## src/rtl/alt_vipitc130_is2vid_timing_gen.sv

```systemverilog
`default_nettype none
// ============================================================================
// Module   : alt_vipitc130_is2vid_timing_gen
// Purpose  : Video timing generator with double-buffered mode registers.
// Revision : 1.0
// ============================================================================
module alt_vipitc130_is2vid_timing_gen (
   input  logic        clk,
   input  logic        rst,
   input  logic        enable,
   input  logic        mode_valid,
   output logic        mode_ack,
   input  logic        mode_interlaced,
   input  logic [15:0] mode_h_total_minus_one,
   input  logic [15:0] mode_v_total_minus_one,
   input  logic [15:0] mode_h_blank,
   input  logic [15:0] mode_h_sync_start,
   input  logic [15:0] mode_h_sync_end,
   input  logic [15:0] mode_f2_v_start,
   input  logic [15:0] mode_f1_v_start,
   input  logic [15:0] mode_f1_v_end,
   input  logic [15:0] mode_f2_v_sync_start,
   input  logic [15:0] mode_f2_v_sync_end,
   input  logic [15:0] mode_f1_v_sync_start,
   input  logic [15:0] mode_f1_v_sync_end,
   input  logic [15:0] mode_f_rising_edge,
   input  logic [15:0] mode_f_falling_edge,
   output logic [15:0] h_count,
   output logic [15:0] v_count,
   output logic        h_sync,
   output logic        v_sync,
   output logic        h_blank,
   output logic        v_blank,
   output logic        field,
   output logic        active,
   output logic        sof,
   output logic        running
);

   localparam logic [0:0] ST_STOPPED = 1'b0;
   localparam logic [0:0] ST_RUNNING = 1'b1;

   typedef struct packed {
      logic        interlaced;
      logic [15:0] h_total_minus_one;
      logic [15:0] v_total_minus_one;
      logic [15:0] h_blank;
      logic [15:0] h_sync_start;
      logic [15:0] h_sync_end;
      logic [15:0] f2_v_start;
      logic [15:0] f1_v_start;
      logic [15:0] f1_v_end;
      logic [15:0] f2_v_sync_start;
      logic [15:0] f2_v_sync_end;
      logic [15:0] f1_v_sync_start;
      logic [15:0] f1_v_sync_end;
      logic [15:0] f_rising_edge;
      logic [15:0] f_falling_edge;
   } mode_t;

   // Half-open [a,b); an empty or inverted range never matches.
   function automatic logic in_range(input logic [15:0] x, input logic [15:0] a,
                                     input logic [15:0] b);
      return (x >= a) && (x < b);
   endfunction

   logic [0:0]  r_state;
   mode_t       r_pend;
   mode_t       r_act;
   mode_t       w_new;
   logic        r_pend_valid;
   logic        r_loaded;
   logic [15:0] r_h;
   logic [15:0] r_v;
   logic        w_running;
   logic        w_frame_end;
   logic        w_load;
   logic        w_h_sync;
   logic        w_v_sync;
   logic        w_h_blank;
   logic        w_v_blank;
   logic        w_field;

   assign w_new = '{
      interlaced:        mode_interlaced,
      h_total_minus_one: mode_h_total_minus_one,
      v_total_minus_one: mode_v_total_minus_one,
      h_blank:           mode_h_blank,
      h_sync_start:      mode_h_sync_start,
      h_sync_end:        mode_h_sync_end,
      f2_v_start:        mode_f2_v_start,
      f1_v_start:        mode_f1_v_start,
      f1_v_end:          mode_f1_v_end,
      f2_v_sync_start:   mode_f2_v_sync_start,
      f2_v_sync_end:     mode_f2_v_sync_end,
      f1_v_sync_start:   mode_f1_v_sync_start,
      f1_v_sync_end:     mode_f1_v_sync_end,
      f_rising_edge:     mode_f_rising_edge,
      f_falling_edge:    mode_f_falling_edge
   };

   assign w_running   = (r_state == ST_RUNNING);
   assign w_frame_end = w_running && (r_h == r_act.h_total_minus_one) &&
                        (r_v == r_act.v_total_minus_one);
   assign w_load      = r_pend_valid && (!w_running || w_frame_end);

   // A mode_valid coinciding with a load stays pending; the load takes the older set.
   always_ff @(posedge clk) begin
      if (rst) begin
         r_pend       <= '0;
         r_act        <= '0;
         r_pend_valid <= 1'b0;
         r_loaded     <= 1'b0;
      end else begin
         if (mode_valid)
            r_pend <= w_new;
         if (w_load) begin
            r_act    <= r_pend;
            r_loaded <= 1'b1;
         end
         r_pend_valid <= mode_valid | (r_pend_valid & ~w_load);
      end
   end

   always_ff @(posedge clk) begin
      if (rst) begin
         r_state <= ST_STOPPED;
         r_h     <= 16'd0;
         r_v     <= 16'd0;
      end else begin
         case (r_state)
            ST_STOPPED: begin
               r_h <= 16'd0;
               r_v <= 16'd0;
               if (enable && r_loaded)
                  r_state <= ST_RUNNING;
            end
            ST_RUNNING: begin
               if (w_frame_end && !enable) begin
                  r_state <= ST_STOPPED;
                  r_h     <= 16'd0;
                  r_v     <= 16'd0;
               end else if (r_h == r_act.h_total_minus_one) begin
                  r_h <= 16'd0;
                  r_v <= (r_v == r_act.v_total_minus_one) ? 16'd0 : r_v + 16'd1;
               end else begin
                  r_h <= r_h + 16'd1;
               end
            end
            default: begin
               r_state <= ST_STOPPED;
               r_h     <= 16'd0;
               r_v     <= 16'd0;
            end
         endcase
      end
   end

   assign w_h_blank = (r_h < r_act.h_blank);
   assign w_h_sync  = in_range(r_h, r_act.h_sync_start, r_act.h_sync_end);
   assign w_v_blank = (r_v >= r_act.f2_v_start) ||
                      (r_act.interlaced && in_range(r_v, r_act.f1_v_start, r_act.f1_v_end));
   assign w_v_sync  = in_range(r_v, r_act.f2_v_sync_start, r_act.f2_v_sync_end) ||
                      (r_act.interlaced &&
                       in_range(r_v, r_act.f1_v_sync_start, r_act.f1_v_sync_end));
   assign w_field   = r_act.interlaced &&
                      in_range(r_v, r_act.f_rising_edge, r_act.f_falling_edge);

   // Output stage: counters and flags leave together, one cycle behind the counter state.
   always_ff @(posedge clk) begin
      if (rst) begin
         mode_ack <= 1'b0;
         running  <= 1'b0;
         h_count  <= 16'd0;
         v_count  <= 16'd0;
         h_sync   <= 1'b0;
         v_sync   <= 1'b0;
         h_blank  <= 1'b0;
         v_blank  <= 1'b0;
         field    <= 1'b0;
         active   <= 1'b0;
         sof      <= 1'b0;
      end else begin
         mode_ack <= w_load;
         running  <= w_running;
         if (w_running) begin
            h_count <= r_h;
            v_count <= r_v;
            h_sync  <= w_h_sync;
            v_sync  <= w_v_sync;
            h_blank <= w_h_blank;
            v_blank <= w_v_blank;
            field   <= w_field;
            active  <= !w_h_blank && !w_v_blank;
            sof     <= (r_h == 16'd0) && (r_v == 16'd0);
         end else begin
            h_count <= 16'd0;
            v_count <= 16'd0;
            h_sync  <= 1'b0;
            v_sync  <= 1'b0;
            h_blank <= 1'b0;
            v_blank <= 1'b0;
            field   <= 1'b0;
            active  <= 1'b0;
            sof     <= 1'b0;
         end
      end
   end

endmodule
`default_nettype wire

```

## config.mk

```make
export PLATFORM = sky130hd
export DESIGN_NAME = alt_vipitc130_is2vid_timing_gen
export DESIGN_NICKNAME = d
export VERILOG_FILES = /design/src/rtl/alt_vipitc130_is2vid_timing_gen.sv
export SDC_FILE = /design/constraint.sdc
export NUM_CORES = 1
export LEC_CHECK = 0
export CORE_MARGIN = 2
export CORE_UTILIZATION = 55
export DETAILED_ROUTE_END_ITERATION = 6
export HOLD_SLACK_MARGIN = 0.05
export PLACE_DENSITY = 0.9
export SYNTH_ARGS = -nofsm -noshare
export SYNTH_HDL_FRONTEND = slang
export SYNTH_SLANG_ARGS = --single-unit
```

## constraint.sdc

```tcl
create_clock -name clk -period 2.8 [get_ports clk]
set_clock_uncertainty 0.1 [all_clocks]
set_input_delay 0.7 -clock clk [delete_from_list [all_inputs] [get_ports clk]]
set_output_delay 0.7 -clock clk [all_outputs]
set_load 0.01 [all_outputs]
```

After elaboration in Yosys (flattened, before gate mapping) --
Index checks and enable logic that the tools add are counted.
Word-level totals: input bits 229, register bits after elaboration 526, RAM bits 0, memories 0, ROM bits 0, latch bits 0, output and inout port bits 41, word-level logic and storage cells 102
Cells by class: mux-type cells 10, divide/modulo/power cells 0, reductions and logical operators 25, bitwise logic cells 4, $mul 0, shift-type cells 0, add/sub/neg operators 2, eq/ne operators 3, order comparisons 12
Operators by type and width (count):
- $ge 16x16->1 | 6
- $lt 16x16->1 | 6
- $mux 16 | 5
- $pmux 16 s2 | 2
- $add 16x1->16 const B | 2
- $eq 16x16->1 | 2
- $logic_not 16->1 | 2
- $logic_and 1x1->1 | 15
- $logic_not 1->1 | 4
- $logic_or 1x1->1 | 3
- $ne 3x1->1 const B | 1
- $mux 1 | 2
- $not 1->1 | 2
- $pmux 1 s2 | 1
- $reduce_or 2->1 | 1
- $and 1x1->1 | 1
- $or 1x1->1 | 1

Logic depth before layout (Yosys ltp) --
depth after elaboration 8, gate-level depth with buffers 10, mapped depth without buffers 8

Worst setup path before layout --
OpenSTA, ideal clock, no wires.
path type register to register, start register r_v[11], end register r_act[10] (netlist bit), buffers on the path 4, data arrival time 2179 ps, setup time 115 ps, period minus slack after synthesis 2394 ps, stages on the path, launching flop included 11, required time 2585 ps, slack 406 ps, path through dfxtp_1 buf_2 xor2_1 nor4_2 nand4_4 o21ai_2 buf_6 buf_6 buf_6 a21oi_1 o21a_1
Between the ends: word-level cells in the longest chain between the ends 4
Ends and longest elaborated chain:
- from (decl) | RTL line 74 | logic [15:0] r_v;
- from (signal assigned) | RTL line 145 | r_v <= (r_v == r_act.v_total_minus_one) ? 16'd0 : r_v + 16'd1;
- $eq 16x16->1 | RTL line 104 | (r_v == r_act.v_total_minus_one);
- $logic_and 1x1->1 | RTL line 103 | assign w_frame_end = w_running && (r_h == r_act.h_total_minus_one) &&
- $logic_or 1x1->1 | RTL line 105 | assign w_load = r_pend_valid && (!w_running || w_frame_end);
- $logic_and 1x1->1 | RTL line 105
- to (signal assigned) | RTL line 118 | r_act <= r_pend;
- to (decl) | RTL line 69 | mode_t r_act;
Every way passes these cells. A chain may end at the register's enable or synchronous reset.

Worst setup path in the final report --
start register r_v[5], end register v_sync
Between the ends: word-level cells in the longest chain between the ends 4, elaborated cells between the ends (all ways) 8, those cells by class order compare: 4; reduce/logical: 4
Ends and longest elaborated chain:
- $ge 16x16->1 or $lt 16x16->1 (tied branches) | RTL line 64 | return (x >= a) && (x < b);
- $logic_and 1x1->1 | RTL line 64
- $logic_and 1x1->1 | RTL line 164 | (r_act.interlaced &&
- $logic_or 1x1->1 * | RTL line 163 | assign w_v_sync = in_range(r_v, r_act.f2_v_sync_start, r_act.f2_v_sync_end) ||
- to (signal assigned) | RTL line 190 | v_sync <= w_v_sync;
- to (decl) | RTL line 31 | output logic v_sync,
Mark *: on every way between the ends. The rest lies on a longest branch, timed or not.

==> qor.yml <==
status: "completed"
max_clock_freq_ghz: 0.387
grt_usage_pct: 28.5
ys_top_cells_by_area: "dfxtp_1 (42%), ha_1 (9.5%), mux2i_1 (9.0%)"
cts.sinks: 526
yosysMostFrequentCell: "dfxtp_1"
drcViolationCount: 0
syn-cell-area_mm2: 0.0250
synth.largest_area_cell: "dfxtp_1"
rsz0062_at_grt: "no"
fin_crit_sh_pct: 92.3
slowest_delay_ns: 0.49
yosysSeqAreaShare_pct: 42.1
num_io_pins: 270
worstSkewPairLatency_ns: 0.60
die_x_um: 217
synth-main-ff-cell: "dfxtp_1"
start_kind: "register"
crit_required_ns: 3.16
finalHoldViolations: 0
internal_power_uw: 12800
grt_pass1_vias: 20400
antenna_found_initial: 4
maxCapViolCount: 0
syn-num-nets: 3143
ant_nets: 0
hold_path.class: "register to register"
fp.dieArea_mm2: 0.0472
grt_pass1_wl_um: 108000
areaGrowthSynthToFinish_pct: 20.2
avgSynthCellArea_um2: 9.19
die_height_um: 217
cts_buffer_depth: 3
instances_no_fill: 3571
gp_congestion: 0.884
yosysWarningCount: 0
async_flop_share_pct: 0
reg2reg_slack_ns: 0.22
synth.top_cells.by_count: "dfxtp_1 (526), nor2_1 (282), and3_1 (264)"
path_clk_slew_ns: 0.07
tritoncts: "done"
rows: 78
cts_buffers: 52
switchingPower_uw: 4060
swShare_pct: 24.1
cts_max_level: 2
io_buffers: 269
synth_seq_cells: 526
setup_viol: 0
synthCells: 2724
clockPowerShare_pct: 42.5
holdWs_ns: 0.377
synth_edf_count: 0
overflow: 0
drt-total-wl_um: 68700
post-route-min-period_ns: 2.58
relSlewSlack_pct: 30.4
drive_gt1_share_pct: 5.73
final_nets: 3347
cp_cell_sequence: "ha_1 -> a2111oi_0 -> o21ai_0 -> a221oi_1 -> o21ai_0 -> a221oi_1 -> o32ai_1"
dp.cells: 3474
powerDensity_mw_per_mm2: 561
path_max_fanout: 6
power.total_uw: 16900
crit_arrival_ns: 2.94
worst_pin_slew_ns: 1.04
start_util_pct: 55.4
cp_slowest_cell: "dfxtp_2"
worstSetupPathType: "register to register"
vias_per_cell: 5.77
synth_top_area_share_pct: 42.1
dr.first_iter.drc_count: 1831
irDropWorstVdd_mv: 0.499
combPwrFrac_pct: 10.4
wl_per_cell_um: 19.2
coreArea_mm2: 0.0452
p_leak_uw: 0.0137
clock-root-buffer: "clkbuf_16"
place_hpwl_um: 46400
fin_setup_tns_ns: 0
synth.distinct_cells: 52
drv_slew: 0
pwr-share-seq_pct: 47.1
vias: 20600
grt_max_degree: 229
fillers: 3303
drt_pre_antenna_iters: 6
crit_path_end_kind: "register"
==> cells by family after synthesis <==
group                      Yosys count  share of synthesized area [%]
and+or+nand+nor                    711                           14.6
xor gates and xnor gates            46                           1.61
AOI/OAI and AO/OA                  637                           16.4
adders and majority gates          190                           9.50
DFF                                526                           42.1
buffers and inverters              389                           6.88
muxes                              225                           9.00
==> area by class of cell <==
class / instances / area [um^2] / area share, %
inverters: 193 / 732 / 2.43
repair buffers: 346 / 3540 / 11.8
flip-flops and latches: 526 / 10500 / 35.0
clock buffers: 76 / 1520 / 5.06
diodes: 4 / 10.0 / 0.0333
multi-input cells: 1809 / 12800 / 42.5
clock inverters: 17 / 219 / 0.727
well taps: 600 / 751 / 2.49
==> flip-flops by register name, indices dropped and copies added (netlist names) <==
signal,cells
active,1
field,1
h_blank,1
h_count,16
h_sync,1
mode_ack,1
r_act,225
r_h,16
r_loaded,1
r_pend,225
r_pend_valid,1
r_state,1
r_v,16
running,1
sof,1
v_blank,1
v_count,16
v_sync,1
==> critical path, delay by kind of cell (launching register included) <==
kind | cells | cell delay, ns
compound gates | 6 | 1.54
flops | 1 | 0.49
fa+ha+maj | 1 | 0.32
==> metal layers <==
| layer | track usage, % | vias to the layer above | part of all wire (%) |
|---|---|---|---|
| met3 | 4.46 | 161 | 7.2 |
| met2 | 46.8 | 797 | 46 |
| met5 | 0 | - | 0 |
| met1 | 37.7 | 9763 | 43 |
| met4 | 10.9 | 0 | 3.6 |
| li1 | - | 9888 | - |
==> metrics by stage <==
step                util (%)  worst slack (ns)  instance area, um^2
floorplan                  -             0.406                25000
global placement        62.7             0.175                28300
detailed placement      62.7             0.201                28300
CTS                     66.6             0.138                30100
global route            66.6            0.0991                30100
finish                  66.6             0.216                30100
==> cells in the final DEF, fill, tap and decap left out, types with 25 or more instances in the layout <==
cell / synthesis / layout
o21a_1: 228 / 228
and3_1: 264 / 264
xor2_1: 42 / 42
dfxtp_1: 526 / 524
clkdlybuf4s50_1: 0 / 267
clkbuf_16: 0 / 53
o21ai_0: 52 / 52
nand4_1: 25 / 25
nor2_1: 282 / 282
inv_1: 193 / 192
buf_4: 1 / 56
nand2_1: 47 / 47
a21boi_0: 46 / 46
ha_1: 190 / 190
a21oi_1: 233 / 233
mux2i_1: 225 / 225
==> repair_timing <==
action	in CTS	in global routing
resized for setup	0	1
setup buffers	0	0
hold buffers	0	0
endpoints found under the setup margin	0	1
==> worst paths after layout <==
| kind | startpoint | end | depth (start not counted) |
|---|---|---|---|
| max | r_v[5] | v_sync | 7 |
| min | r_loaded | r_loaded | 2 |
| max reg2reg | r_v[5] | v_sync | 7 |
| min reg2reg | r_loaded | r_loaded | 2 |
==> power groups by stage <==
stage          clock network (uW)  logic, uW  registers (uW)
2_1_floorplan                   0       1120            8010
3_3_place_gp                    0       1670            8090
3_5_place_dp                    0       1730            8100
4_1_cts                      7230       1750            7940
5_1_grt                      7550       1920            7970
6_report                     7170       1760            7950
(Power assumes the default switching activity.)
